<file path="src/rtl/score_counter_if.sv">
// ---------------------------------------------------------------------------
// score_counter_if -- game-side signal bundle for score_counter.
//
//   start        game logic -> counter   level request to begin a new game
//   point_event  game logic -> counter   each rising edge is one scoring event
//   game_over    game logic -> counter   level, ends the current game
//   score_count  counter -> display      current score, binary, 32 bits
//   playing      counter -> game logic   high while a game is in progress
//   score_max    counter -> game logic   high while score is at its ceiling
//   combo_active counter -> game logic   high while the combo window is open
//
// master: the game logic side.  slave: the score counter.
// ---------------------------------------------------------------------------
interface score_counter_if;
    logic        start;
    logic        point_event;
    logic        game_over;
    logic [31:0] score_count;
    logic        playing;
    logic        score_max;
    logic        combo_active;

    modport master (
        output start, point_event, game_over,
        input  score_count, playing, score_max, combo_active
    );

    modport slave (
        input  start, point_event, game_over,
        output score_count, playing, score_max, combo_active
    );
endinterface

</file>
<file path="src/rtl/score_counter.sv">
// ---------------------------------------------------------------------------
// score_counter -- saturating game score counter with IDLE/PLAYING/OVER FSM.
//
// Ports:
//   clk   system clock, all logic on the rising edge
//   rst   synchronous active-high reset
//   bus   score_counter_if.slave (start, point_event, game_over in;
//         score_count, playing, score_max, combo_active out)
//
// Parameters:
//   MAX_SCORE     saturation ceiling (<= 999 so three BCD digits suffice)
//   POINTS        base increment per counted event
//   COMBO_WINDOW  combo window length in clk cycles
//
// Optional feature: define SCORE_COMBO_EN to build the combo timer. An event
// arriving while the timer is still running scores 2*POINTS. Without the
// macro no timer exists and combo_active is held at 0.
// ---------------------------------------------------------------------------
module score_counter #(
    parameter int unsigned MAX_SCORE    = 999,
    parameter int unsigned POINTS       = 1,
    parameter int unsigned COMBO_WINDOW = 50_000_000
) (
    input  logic            clk,
    input  logic            rst,
    score_counter_if.slave  bus
);

    typedef enum logic [1:0] {
        IDLE    = 2'd0,
        PLAYING = 2'd1,
        OVER    = 2'd2
    } state_t;

    localparam logic [31:0] MAX_W    = 32'(MAX_SCORE);
    localparam logic [31:0] POINTS_W = 32'(POINTS);

    state_t      state;
    logic        point_event_q;
    logic [31:0] score_q;
    logic        playing_q;
    logic        score_max_q;
    logic        combo_q;

    logic        event_rise;
    logic [32:0] inc;
    logic [32:0] sum;
    logic [31:0] score_sat;

    // A held-high input produces a single one-cycle pulse here.
    assign event_rise = bus.point_event & ~point_event_q;

`ifdef SCORE_COMBO_EN
    localparam int TW = (COMBO_WINDOW > 1) ? $clog2(COMBO_WINDOW + 1) : 1;
    localparam logic [TW-1:0] WIN = TW'(COMBO_WINDOW);
    localparam logic [TW-1:0] ONE = TW'(1);

    logic [TW-1:0] combo_timer;
`endif

    // Increment and saturating sum. The sum is one bit wider than the score
    // so a large POINTS can never wrap past the ceiling.
    always_comb begin
        inc = {1'b0, POINTS_W};
`ifdef SCORE_COMBO_EN
        if (combo_timer != '0)
            inc = {POINTS_W, 1'b0};
`endif
        sum       = {1'b0, score_q} + inc;
        score_sat = (sum > {1'b0, MAX_W}) ? MAX_W : sum[31:0];
    end

    always_ff @(posedge clk) begin
        if (rst) begin
            state         <= IDLE;
            point_event_q <= 1'b0;
            score_q       <= '0;
            playing_q     <= 1'b0;
            score_max_q   <= 1'b0;
            combo_q       <= 1'b0;
`ifdef SCORE_COMBO_EN
            combo_timer   <= '0;
`endif
        end else begin
            // Edge detector tracks the input in every state so an input
            // already high at game start is not counted.
            point_event_q <= bus.point_event;

`ifdef SCORE_COMBO_EN
            // Free-running countdown; loads and clears below override it.
            // combo_q mirrors the post-edge timer value being non-zero.
            if (combo_timer != '0) begin
                combo_timer <= combo_timer - ONE;
                combo_q     <= (combo_timer != ONE);
            end
`else
            combo_q <= 1'b0;
`endif

            case (state)
                IDLE, OVER: begin
                    // New game: score cleared on the same edge as entry.
                    if (bus.start) begin
                        state       <= PLAYING;
                        playing_q   <= 1'b1;
                        score_q     <= '0;
                        score_max_q <= (MAX_W == 32'd0);
                        combo_q     <= 1'b0;
`ifdef SCORE_COMBO_EN
                        combo_timer <= '0;
`endif
                    end
                end

                PLAYING: begin
                    if (event_rise) begin
                        score_q     <= score_sat;
                        score_max_q <= (score_sat == MAX_W);
`ifdef SCORE_COMBO_EN
                        combo_timer <= WIN;
                        combo_q     <= (WIN != '0);
`endif
                    end
                    // A coincident event has already been scored above;
                    // only the window is torn down on the way to OVER.
                    if (bus.game_over) begin
                        state     <= OVER;
                        playing_q <= 1'b0;
                        combo_q   <= 1'b0;
`ifdef SCORE_COMBO_EN
                        combo_timer <= '0;
`endif
                    end
                end

                default: begin
                    state     <= IDLE;
                    playing_q <= 1'b0;
                end
            endcase
        end
    end

    assign bus.score_count  = score_q;
    assign bus.playing      = playing_q;
    assign bus.score_max    = score_max_q;
    assign bus.combo_active = combo_q;

endmodule

</file>
<file path="src/flat_wrapper.sv">
// flat-port wrapper written by rule: the top's interface ports become plain ports
module score_counter_flat 
#(
    parameter int unsigned MAX_SCORE    = 999,
    parameter int unsigned POINTS       = 1,
    parameter int unsigned COMBO_WINDOW = 50_000_000
)
  (clk, rst, bus_start, bus_point_event, bus_game_over, bus_score_count, bus_playing, bus_score_max, bus_combo_active);
  score_counter_if bus_i ();
  input  logic clk;
  input  logic rst;
  input wire logic [$bits(bus_i.start)-1:0] bus_start;
  input wire logic [$bits(bus_i.point_event)-1:0] bus_point_event;
  input wire logic [$bits(bus_i.game_over)-1:0] bus_game_over;
  output wire logic [$bits(bus_i.score_count)-1:0] bus_score_count;
  output wire logic [$bits(bus_i.playing)-1:0] bus_playing;
  output wire logic [$bits(bus_i.score_max)-1:0] bus_score_max;
  output wire logic [$bits(bus_i.combo_active)-1:0] bus_combo_active;
  assign bus_i.start = bus_start;
  assign bus_i.point_event = bus_point_event;
  assign bus_i.game_over = bus_game_over;
  assign bus_score_count = bus_i.score_count;
  assign bus_playing = bus_i.playing;
  assign bus_score_max = bus_i.score_max;
  assign bus_combo_active = bus_i.combo_active;
  score_counter #(.MAX_SCORE(MAX_SCORE), .POINTS(POINTS), .COMBO_WINDOW(COMBO_WINDOW)) u_core (.clk(clk), .rst(rst), .bus(bus_i));
endmodule
</file>
<file path="config.mk">
export PLATFORM = sky130hd
export DESIGN_NAME = score_counter_flat
export DESIGN_NICKNAME = d
export VERILOG_FILES = /design/src/rtl/score_counter_if.sv /design/src/rtl/score_counter.sv /design/src/flat_wrapper.sv
export SDC_FILE = /design/constraint.sdc
export NUM_CORES = 1
export LEC_CHECK = 0
export BUFFER_PORTS_ARGS = -buffer_cell sky130_fd_sc_hd__buf_4
export CORE_MARGIN = 2
export CORE_UTILIZATION = 35
export DETAILED_ROUTE_END_ITERATION = 12
export PLACE_DENSITY = 0.54
export SLEW_MARGIN = 0
export SYNTH_ARGS = -nofsm -noshare
export SYNTH_HDL_FRONTEND = slang
export SYNTH_SLANG_ARGS = --single-unit
</file>
<file path="constraint.sdc">
create_clock -name clk -period 4.1 [get_ports clk]
set_input_delay 0.615 -clock clk [delete_from_list [all_inputs] [get_ports clk]]
set_output_delay 0.615 -clock clk [all_outputs]
set_load 0.02 [all_outputs]
</file>
==> flow_summary.yaml, run 1 <==
outcome:
  outcome: "finished, final reports clean"
clock_network:
  cts.clk_slew.worst_paths_ps: 80
  hold_buffers: 0
  cts_root_buffer: "clkbuf_8"
  cts_tree: "yes"
  clk_path_buf_depth: 2
  cts_buffers: 5
  postCtsResizedCells: 0
  clk_latency_ps: 290
  clkSinkCount: 37
  htree_levels: 2
  post_cts_buffers: 0
grt:
  grt_pass1_vias: 1824
  antenna_found_initial: 0
  grt.busiest_layer: "met2"
  globalRouteMet3Util: 0.0308
  grt_pass1_wl_mm: 8.96
  grt.met1_usage: 0.251
  grt_max_degree: 27
  gr-total-overflow: 0
  track_usage: 0.173
  grt_use_met2: 0.251
timing:
  fin_skew_ps: 7.50
  fin_crit_sh: 0.836
  period_minus_slack_ps: 3430
  rsz0062_at_grt: "false"
  max_freq_ghz: 0.292
  worstMarginPinSlew_ps: 794
  tns_ps: 0
  hold_violations: 0
  setup_violations: 0
  hold_ws_ps: 473
  relSlewSlack: 0.466
  slew_violations: 0
floorplanning:
  initial_core_util: 0.360
  fp.coreArea_sq_um: 5920
  dieHeight_microns: 82.1
  die_w_microns: 82.1
  ios: 40
  rows: 28
  die_area_sq_um: 6730
logic_synthesis:
  synth_cells: 256
  synth_area_sq_um: 2130
  async_reset_ff_frac: 0
  synth_nets: 263
  synth_area_leaders: "dfxtp_1 (35%), and2_1 (7.0%), nand3_1 (3.8%)"
  synth_top_area_cell: "dfxtp_1"
  ys_seq_area_frac: 0.347
  synth_enable_flop_cells: 0
  yosysTopAreaCellShare: 0.347
  synthFlopType: "dfxtp_1"
  ys_seq_elements: 37
  synth.distinct_cells: 51
  synth.avg_cell_area_sq_um: 8.33
  yosysWarnings: 0
min_path:
  hp-class: "reg2reg"
place:
  io_buffers: 38
  dp_cells: 357
  gp_congestion: 0.868
  hpwl_mm: 3.92
power:
  p_leak_nw: 0.994
  finalPower_mw: 0.656
  vdd_drop_max_mv: 0.131
  p_per_area_nw_per_um2: 257
routing:
  avgRoutedWirePerCell_microns: 15.0
  via_per_inst: 5.62
  drtAntennaViolNets: 0
  wl_mm: 5.46
  dr_total_vias: 2046
  drt_iter0_markers: 117
  dr.pass1.iters: 4
  route.detailed.drc: 0
cells_and_area:
  syn_to_final_growth_pct: 19.9
  drive_gt1_frac: 0.194
  final_common_cell: "buf_4"
  layout.cells.most_common_list: "buf_4 (41), dfxtp_1 (37), and2_1 (24), nand2_1 (16), nand3_1 (16)"
  utilization: 0.432
  stdcell_count: 364
  final_nets: 296
  insertedDiodeCount: 0
  fill_cells: 615
worst_setup_path:
  start_kind: "register"
  end_kind: "register"
  critPathMaxStageDelay_ps: 730
  crit_required_ps: 4290
  cp_max_fo: 13
  cp_cell_sequence: "ha_1, nand3_1, nor4_1, nand2_1, xnor2_1, a2111o_1, nor4_2, buf_4, o21ai_1, a32o_1"
  slowest_stage: "nor4_1"
  cp.arrival_ps: 3610
  crit_type: "reg2reg"
run:
  cap_violations: 0
-- stage by stage --
stage / instance area [sq um] / setup slack (ps)
after floorplan: 2130 / 1010
after global routing: 2560 / 395
final: 2560 / 672
after detailed placement: 2470 / 677
after CTS: 2560 / 663
after global placement: 2470 / 881
-- synthesized netlist by cell type (all sizes together), types with 7 or more instances --
library cell   n
dfxtp         37
and2          24
nand2         16
nand3         16
nand4         13
o21ai         12
nor2          11
nor4          10
clkbuf         9
and3           8
xnor2          8
a21oi          7
-- path summary, 6_finish.rpt --
kind                              from                         to  slack, ps  cells past startpoint
max          u_core.bus.score_count[0]  u_core.bus.score_count[6]        670                     10
min               u_core.bus.score_max       u_core.bus.score_max        470                      2
max reg2reg  u_core.bus.score_count[0]  u_core.bus.score_count[6]        670                     10
min reg2reg       u_core.bus.score_max       u_core.bus.score_max        470                      2
-- per-layer routing --
metal	vias to the layer above	wire length, microns	share of wire
li1	1030	-	-
met1	963	2770	0.51
met2	47	2390	0.44
met3	6	227	0.042
met4	0	72	0.013
met5	-	0	0
-- power breakdown --
part / switching [mW] / leakage (nW) / internal [mW] / total [mW]
sequential: 0.00292 / 0.299 / 0.362 / 0.365
combinational: 0.0206 / 0.650 / 0.0134 / 0.0340
clock: 0.124 / 0.0443 / 0.133 / 0.257
-- cell type report --
cell class / count / area (sq um) / share of cell area
clock buffers: 7 / 86.3 / 0.0338
inverters: 6 / 22.5 / 0.00881
multi-input cells: 198 / 1310 / 0.511
flip-flops and latches: 37 / 741 / 0.290
well taps: 75 / 93.8 / 0.0367
repair buffers: 41 / 308 / 0.120
-- worst max-delay path: cells and delay by family, from the launching register on --
family,cells,cell delay (ps)
DFF,1,500
xor gates and xnor gates,1,160
and+or+nand+nor,4,1410
AOI/OAI and AO/OA,3,640
buffers and inverters,1,230
adders and majority gates,1,360
-- kinds of logic (layout without fill, tap and decap cells) --
family	after synthesis	in the layout	share of synthesized area
xor gates and xnor gates	9	9	0.0370
muxes	3	3	0.0147
and+or+nand+nor	133	133	0.376
DFF	37	37	0.347
adders and majority gates	2	2	0.0117
AOI/OAI and AO/OA	50	50	0.168
other	1	1	0.00176
buffers and inverters	21	54	0.0428
-- sequential cells by signal, summed over array words and instances, names as in the netlist --
register                flops
u_core.bus.playing          1
u_core.bus.score_count     32
u_core.bus.score_max        1
u_core.state                2
u_core.point_event_q        1
Note: power is estimated with default switching activity, not from simulation.
==> run 2: changes to the inputs <==
Settings changed: ABC_AREA set to 1, PLACE_DENSITY 0.54 to 0.55.
Clock period 4.1 ns to 2.99 ns, I/O delays scaled along.
==> run 2 against run 1 <==
Largest power group unchanged. Area after synthesis rose by 20%. Sequential power up 37%. Synthesized cell count up 74%. Combinational power rose by 33%. Critical endpoint is now u_core.bus.score_count[1]. Maximum frequency up 39%. Wire length increased by 37%. Setup slack got worse by 140 ps. Clock skew up 4.7 ps. Register-to-register slack worse by 140 ps. Core utilization down 0.99 points.
==> flow_summary.yaml, run 2 <==
logic_synthesis:
  yosysTopAreaCellShare: 0.290
  synth_area_leaders: "dfxtp_1 (29%), nand2_1 (23%), nor2_1 (10%)"
  yosysWarnings: 0
  synth_top_area_cell: "dfxtp_1"
  synth.distinct_cells: 28
  synth_enable_flop_cells: 0
  synth.avg_cell_area_sq_um: 5.74
  synth.most_common_cell: "nand2_1"
  synth_area_sq_um: 2550
  ys_top_cells_by_count: "nand2_1 (155), nor2_1 (70), inv_1 (52)"
  async_reset_ff_frac: 0
  synthFlopType: "dfxtp_1"
  ys_seq_elements: 37
  synth_cells: 445
  ys_seq_area_frac: 0.290
  synth_nets: 452
timing:
  hold_violations: 0
  max_freq_ghz: 0.407
  rsz0062_at_grt: "false"
  relSlewSlack: 0.506
  slew_violations: 0
  tns_ps: 0
  worstMarginPinSlew_ps: 739
  period_minus_slack_ps: 2460
  fin_skew_ps: 12.2
  setup_violations: 0
  fin_crit_sh: 0.822
place:
  gp_congestion: 0.894
  hpwl_mm: 5.99
  placed_area_sq_um: 2940
  io_buffers: 38
routing:
  drtAntennaViolNets: 0
  route.detailed.drc: 0
  wl_mm: 7.48
  dr.pass1.iters: 5
  dr_total_vias: 2808
  avgRoutedWirePerCell_microns: 12.9
  drt_iter0_markers: 149
  via_per_inst: 4.83
grt:
  gr-total-overflow: 0
  antenna_found_initial: 0
  grt_pass1_vias: 2638
  grt.met1_usage: 0.257
  grt_max_degree: 38
  globalRouteMet3Util: 0.0342
  grt_pass1_wl_mm: 12.4
  grt_use_met2: 0.347
  track_usage: 0.204
  grt.busiest_layer: "met2"
clock_network:
  clkSinkCount: 37
  hold_buffers: 0
  cts_buffers: 5
  cts_tree: "yes"
  cts_root_buffer: "clkbuf_8"
  htree_levels: 2
  clk_latency_ps: 300
  postCtsResizedCells: 0
  cts.clk_slew.worst_paths_ps: 70
  post_cts_buffers: 0
  clk_path_buf_depth: 2
worst_setup_path:
  slowest_stage: "dfxtp_1"
  start_kind: "register"
  cp.arrival_ps: 2630
  crit_required_ps: 3160
  crit_top_cell: "nand2_1"
  end_kind: "register"
  critPathMaxStageDelay_ps: 460
  cp_max_fo: 10
  cp_top_family: "simple AND/OR/NAND/NOR gates"
  crit_type: "reg2reg"
  critPathBufInv: 1
  cp_cell_sequence: "ha_1, nand2_2, inv_1, nand2_1, nor2_1, a21oi_1, nor2_1, nand2_1, nor2_1, nand2_1, nor2_4, nand3_1, nand2_1, a21oi_1"
cells_and_area:
  final_common_cell: "nand2_1"
  fin_area_sq_um: 3030
  insertedDiodeCount: 0
  fill_cells: 825
  drive_gt1_frac: 0.143
  largest_reg_flops: 32
  syn_to_final_growth_pct: 18.5
  utilization: 0.422
  final_nets: 489
  layout.cells.most_common_list: "nand2_1 (155), nor2_1 (70), inv_1 (52), buf_4 (39), dfxtp_1 (37)"
floorplanning:
  dieHeight_microns: 89.4
  initial_core_util: 0.356
  die_w_microns: 89.4
  rows: 31
  fp.coreArea_sq_um: 7180
  die_area_sq_um: 8000
  ios: 40
power:
  p_per_area_nw_per_um2: 301
  power_frac_clock: 0.402
  p_leak_nw: 1.28
  p_comb_frac: 0.050
  p_int_mw: 0.692
  switching_power_mw: 0.221
  seqPwrFrac: 0.548
  vdd_drop_max_mv: 0.187
  swShare: 0.242
min_path:
  hp-class: "in2reg"
outcome:
  outcome: "finished, final reports clean"
run:
  cap_violations: 0
-- run 2: cell types whose count changed in the layout (fill, tap and decap cells not counted), sizes merged, moves of 20 or more --
cell   previous run  this run
inv               6        53
nand2            16       159
nor2             11        84
nand3            16        37
and2             24         2
nor3              6        26
-- run 2: logic make-up (layout without fill, tap and decap cells) --
| logic type | after synthesis | in the layout | share of synthesized area |
|---|---|---|---|
| simple gates | 319 | 319 | 0.554 |
| fa+ha+maj | 2 | 2 | 0.00979 |
| buf+inv | 62 | 99 | 0.0926 |
| other cells | 1 | 1 | 0.00147 |
| flops | 37 | 37 | 0.290 |
| xor+xnor | 3 | 3 | 0.0103 |
| compound gates | 21 | 21 | 0.0421 |
-- run 2: final timing paths --
| kind | start | to | slack, ps | depth (start not counted) |
|---|---|---|---|---|
| min | bus_point_event | u_core.point_event_q | 380 | 3 |
| max | u_core.bus.score_count[0] | u_core.bus.score_count[1] | 530 | 14 |
| min reg2reg | u_core.bus.score_max | u_core.bus.score_max | 470 | 2 |
| max reg2reg | u_core.bus.score_count[0] | u_core.bus.score_count[1] | 530 | 14 |
-- run 2: metal layers --
layer  up-vias  share of wire
met5         -              0
met4         0          0.028
met3        18          0.062
met2        89           0.47
met1      1237           0.44
li1       1464              -
-- run 2: worst min-delay path: stages --
cell    delay, ps
buf_4          80
inv_1          40
nor2_1         70
-- run 2: layout make-up --
class	instances	area, sq um	share of cell area
repair buffers	39	293	0.0967
flip-flops and latches	37	741	0.245
inverters	53	199	0.0657
well taps	99	124	0.0409
clock buffers	7	86.3	0.0285
multi-input cells	346	1580	0.523
-- run 2: power groups by stage --
stage | clock (mW) | sequential (mW) | combinational (mW)
floorplan | 0 | 0.513 | 0.0309
global placement | 0 | 0.511 | 0.0462
detailed placement | 0 | 0.511 | 0.0466
CTS | 0.371 | 0.500 | 0.0468
global route | 0.398 | 0.500 | 0.0514
finish | 0.367 | 0.500 | 0.0453
-- run 2: metrics by stage --
step,power (mW),hold slack (ps),setup slack [ps],cells
after global placement,0.557,451,584,574
after CTS,0.918,378,575,581
after floorplan,0.544,439,857,445
final,0.912,379,532,581
after detailed placement,0.558,461,588,574
after global routing,0.950,408,276,581
==> run 3: changes to the inputs <==
Settings changed: PLACE_DENSITY 0.55 to 0.53.
Clock period 2.99 ns to 2.5 ns, I/O delays scaled along.
==> run 3 against run 2 <==
First-iteration DRC count rose by 32%. Register-to-register slack worse by 330 ps. Clock skew fell by 9.5 ps. Largest power group unchanged. Global-route usage up 0.91 points. Design area grew 3.0%. Wire length increased by 5.6%. Critical endpoint is now u_core.bus.score_count[6]. Non-clock buffer count increased by 6.
==> flow_summary.yaml, run 3 (synthesis results as in run 2) <==
power:
  p_per_area_nw_per_um2: 360
  finalPower_mw: 1.12
  vdd_drop_max_mv: 0.205
  p_leak_nw: 1.32
grt:
  gr-total-overflow: 0
  antenna_found_initial: 0
  grt_pass1_wl_mm: 13.1
  grt_pass1_vias: 2696
  track_usage: 0.213
  grt_max_degree: 38
cells_and_area:
  drive_gt1_frac: 0.169
  stdcell_count: 589
  final_common_cell: "nand2_1"
  largest_reg_flops: 32
  syn_to_final_growth_pct: 22.0
  final_nets: 496
  insertedDiodeCount: 0
  layout.cells.most_common_list: "nand2_1 (155), nor2_1 (68), inv_1 (52), buf_4 (45)"
floorplanning:
  fp.coreArea_sq_um: 7180
  dieHeight_microns: 89.4
  ios: 40
  die_w_microns: 89.4
  initial_core_util: 0.356
  die_area_sq_um: 8000
  rows: 31
worst_setup_path:
  cp_max_fo: 6
  r2r_slack_ps: 210
  crit_type: "reg2reg"
  crit_required_ps: 2660
  end_kind: "register"
  reg2reg_depth: 15
  critPathMaxStageDelay_ps: 460
  start_kind: "register"
  cp_cell_sequence: "nand2_1, nor2_2, nand2_1, nor2_1, nand2_1, nand2_1, nand2_1, inv_1, nand2_1, nor2_1, nand2_1, nor2_4, nand3_1, nand2_1, a21oi_1"
  slowest_stage: "dfxtp_1"
  crit_top_cell: "nand2_1"
  cp.arrival_ps: 2460
clock_network:
  htree_levels: 2
  clk_path_buf_depth: 2
  clkSinkCount: 37
  hold_buffers: 0
  cts.clk_slew.worst_paths_ps: 70
  cts_root_buffer: "clkbuf_8"
  cts_buffers: 5
  postCtsResizedCells: 0
  post_cts_buffers: 0
  clk_latency_ps: 290
  cts_tree: "yes"
timing:
  relSlewSlack: 0.546
  fin_crit_sh: 0.917
  hold_violations: 0
  max_freq_ghz: 0.436
  worstMarginPinSlew_ps: 680
  setup_violations: 0
  slew_violations: 0
  hold_ws_ps: 305
  rsz0062_at_grt: "false"
  period_minus_slack_ps: 2290
  tns_ps: 0
  fin_skew_ps: 2.69
routing:
  avgRoutedWirePerCell_microns: 13.4
  route.detailed.drc: 0
  drt_iter0_markers: 196
  wl_mm: 7.89
  dr_total_vias: 2849
  via_per_inst: 4.84
  dr.pass1.iters: 4
  drtAntennaViolNets: 0
min_path:
  min_path_cells: 3
  hp-class: "in2reg"
outcome:
  outcome: "finished, final reports clean"
place:
  dp_cells: 580
  hpwl_mm: 6.29
  gp_congestion: 0.914
  io_buffers: 38
run:
  cap_violations: 0
## run 3: cell types whose count changed in the layout (fill, tap and decap cells not counted), sizes merged
cell | previous run | this run
clkinv | 0 | 1
buf | 39 | 45
nor2 | 84 | 85
## run 3: report_power, final
part           switching (mW)  internal [mW]  leakage [nW]
combinational          0.0424         0.0171         0.968
clock                   0.218          0.249        0.0542
sequential            0.00307          0.594         0.300
total                   0.263          0.860          1.32
## run 3: layout make-up
cell class / count / area, sq um
timing repair buffer: 45 / 338
sequential: 37 / 744
inverter: 53 / 199
clock inverter: 1 / 5.00
clock buffer: 7 / 96.3
multi-input combinational: 347 / 1610
tap: 99 / 124
fill: 806 / 4060
## run 3: final timing paths
| kind | from | end |
|---|---|---|
| setup / recovery | u_core.bus.score_count[8] | u_core.bus.score_count[6] |
| hold / removal | bus_point_event | u_core.point_event_q |
| setup reg to reg | u_core.bus.score_count[8] | u_core.bus.score_count[6] |
| hold reg to reg | u_core.state[0] | u_core.bus.playing |
## run 3: routing by layer
metal / up-vias / global-route usage / part of all wire
li1: 1492 / - / -
met1: 1276 / 0.280 / 0.47
met2: 68 / 0.364 / 0.47
met3: 13 / 0.0351 / 0.041
met4: 0 / 0.0516 / 0.020
met5: - / 0 / 0
## run 3: stage by stage
step	area [sq um]	util	setup WS, ps
4_1_cts	3090	0.430	144
3_3_place_gp	2990	0.416	210
6_report	3120	0.434	207
2_1_floorplan	2550	-	367
5_1_grt	3120	0.434	12.8
3_5_place_dp	2990	0.416	148
## run 3: critical path: cells and delay by family (launching register included)
kind,cells,cell delay [ps]
flip-flops,1,460
AO/OA/AOI/OAI,1,50
buffers and inverters,1,60
AND/OR/NAND/NOR,13,1610
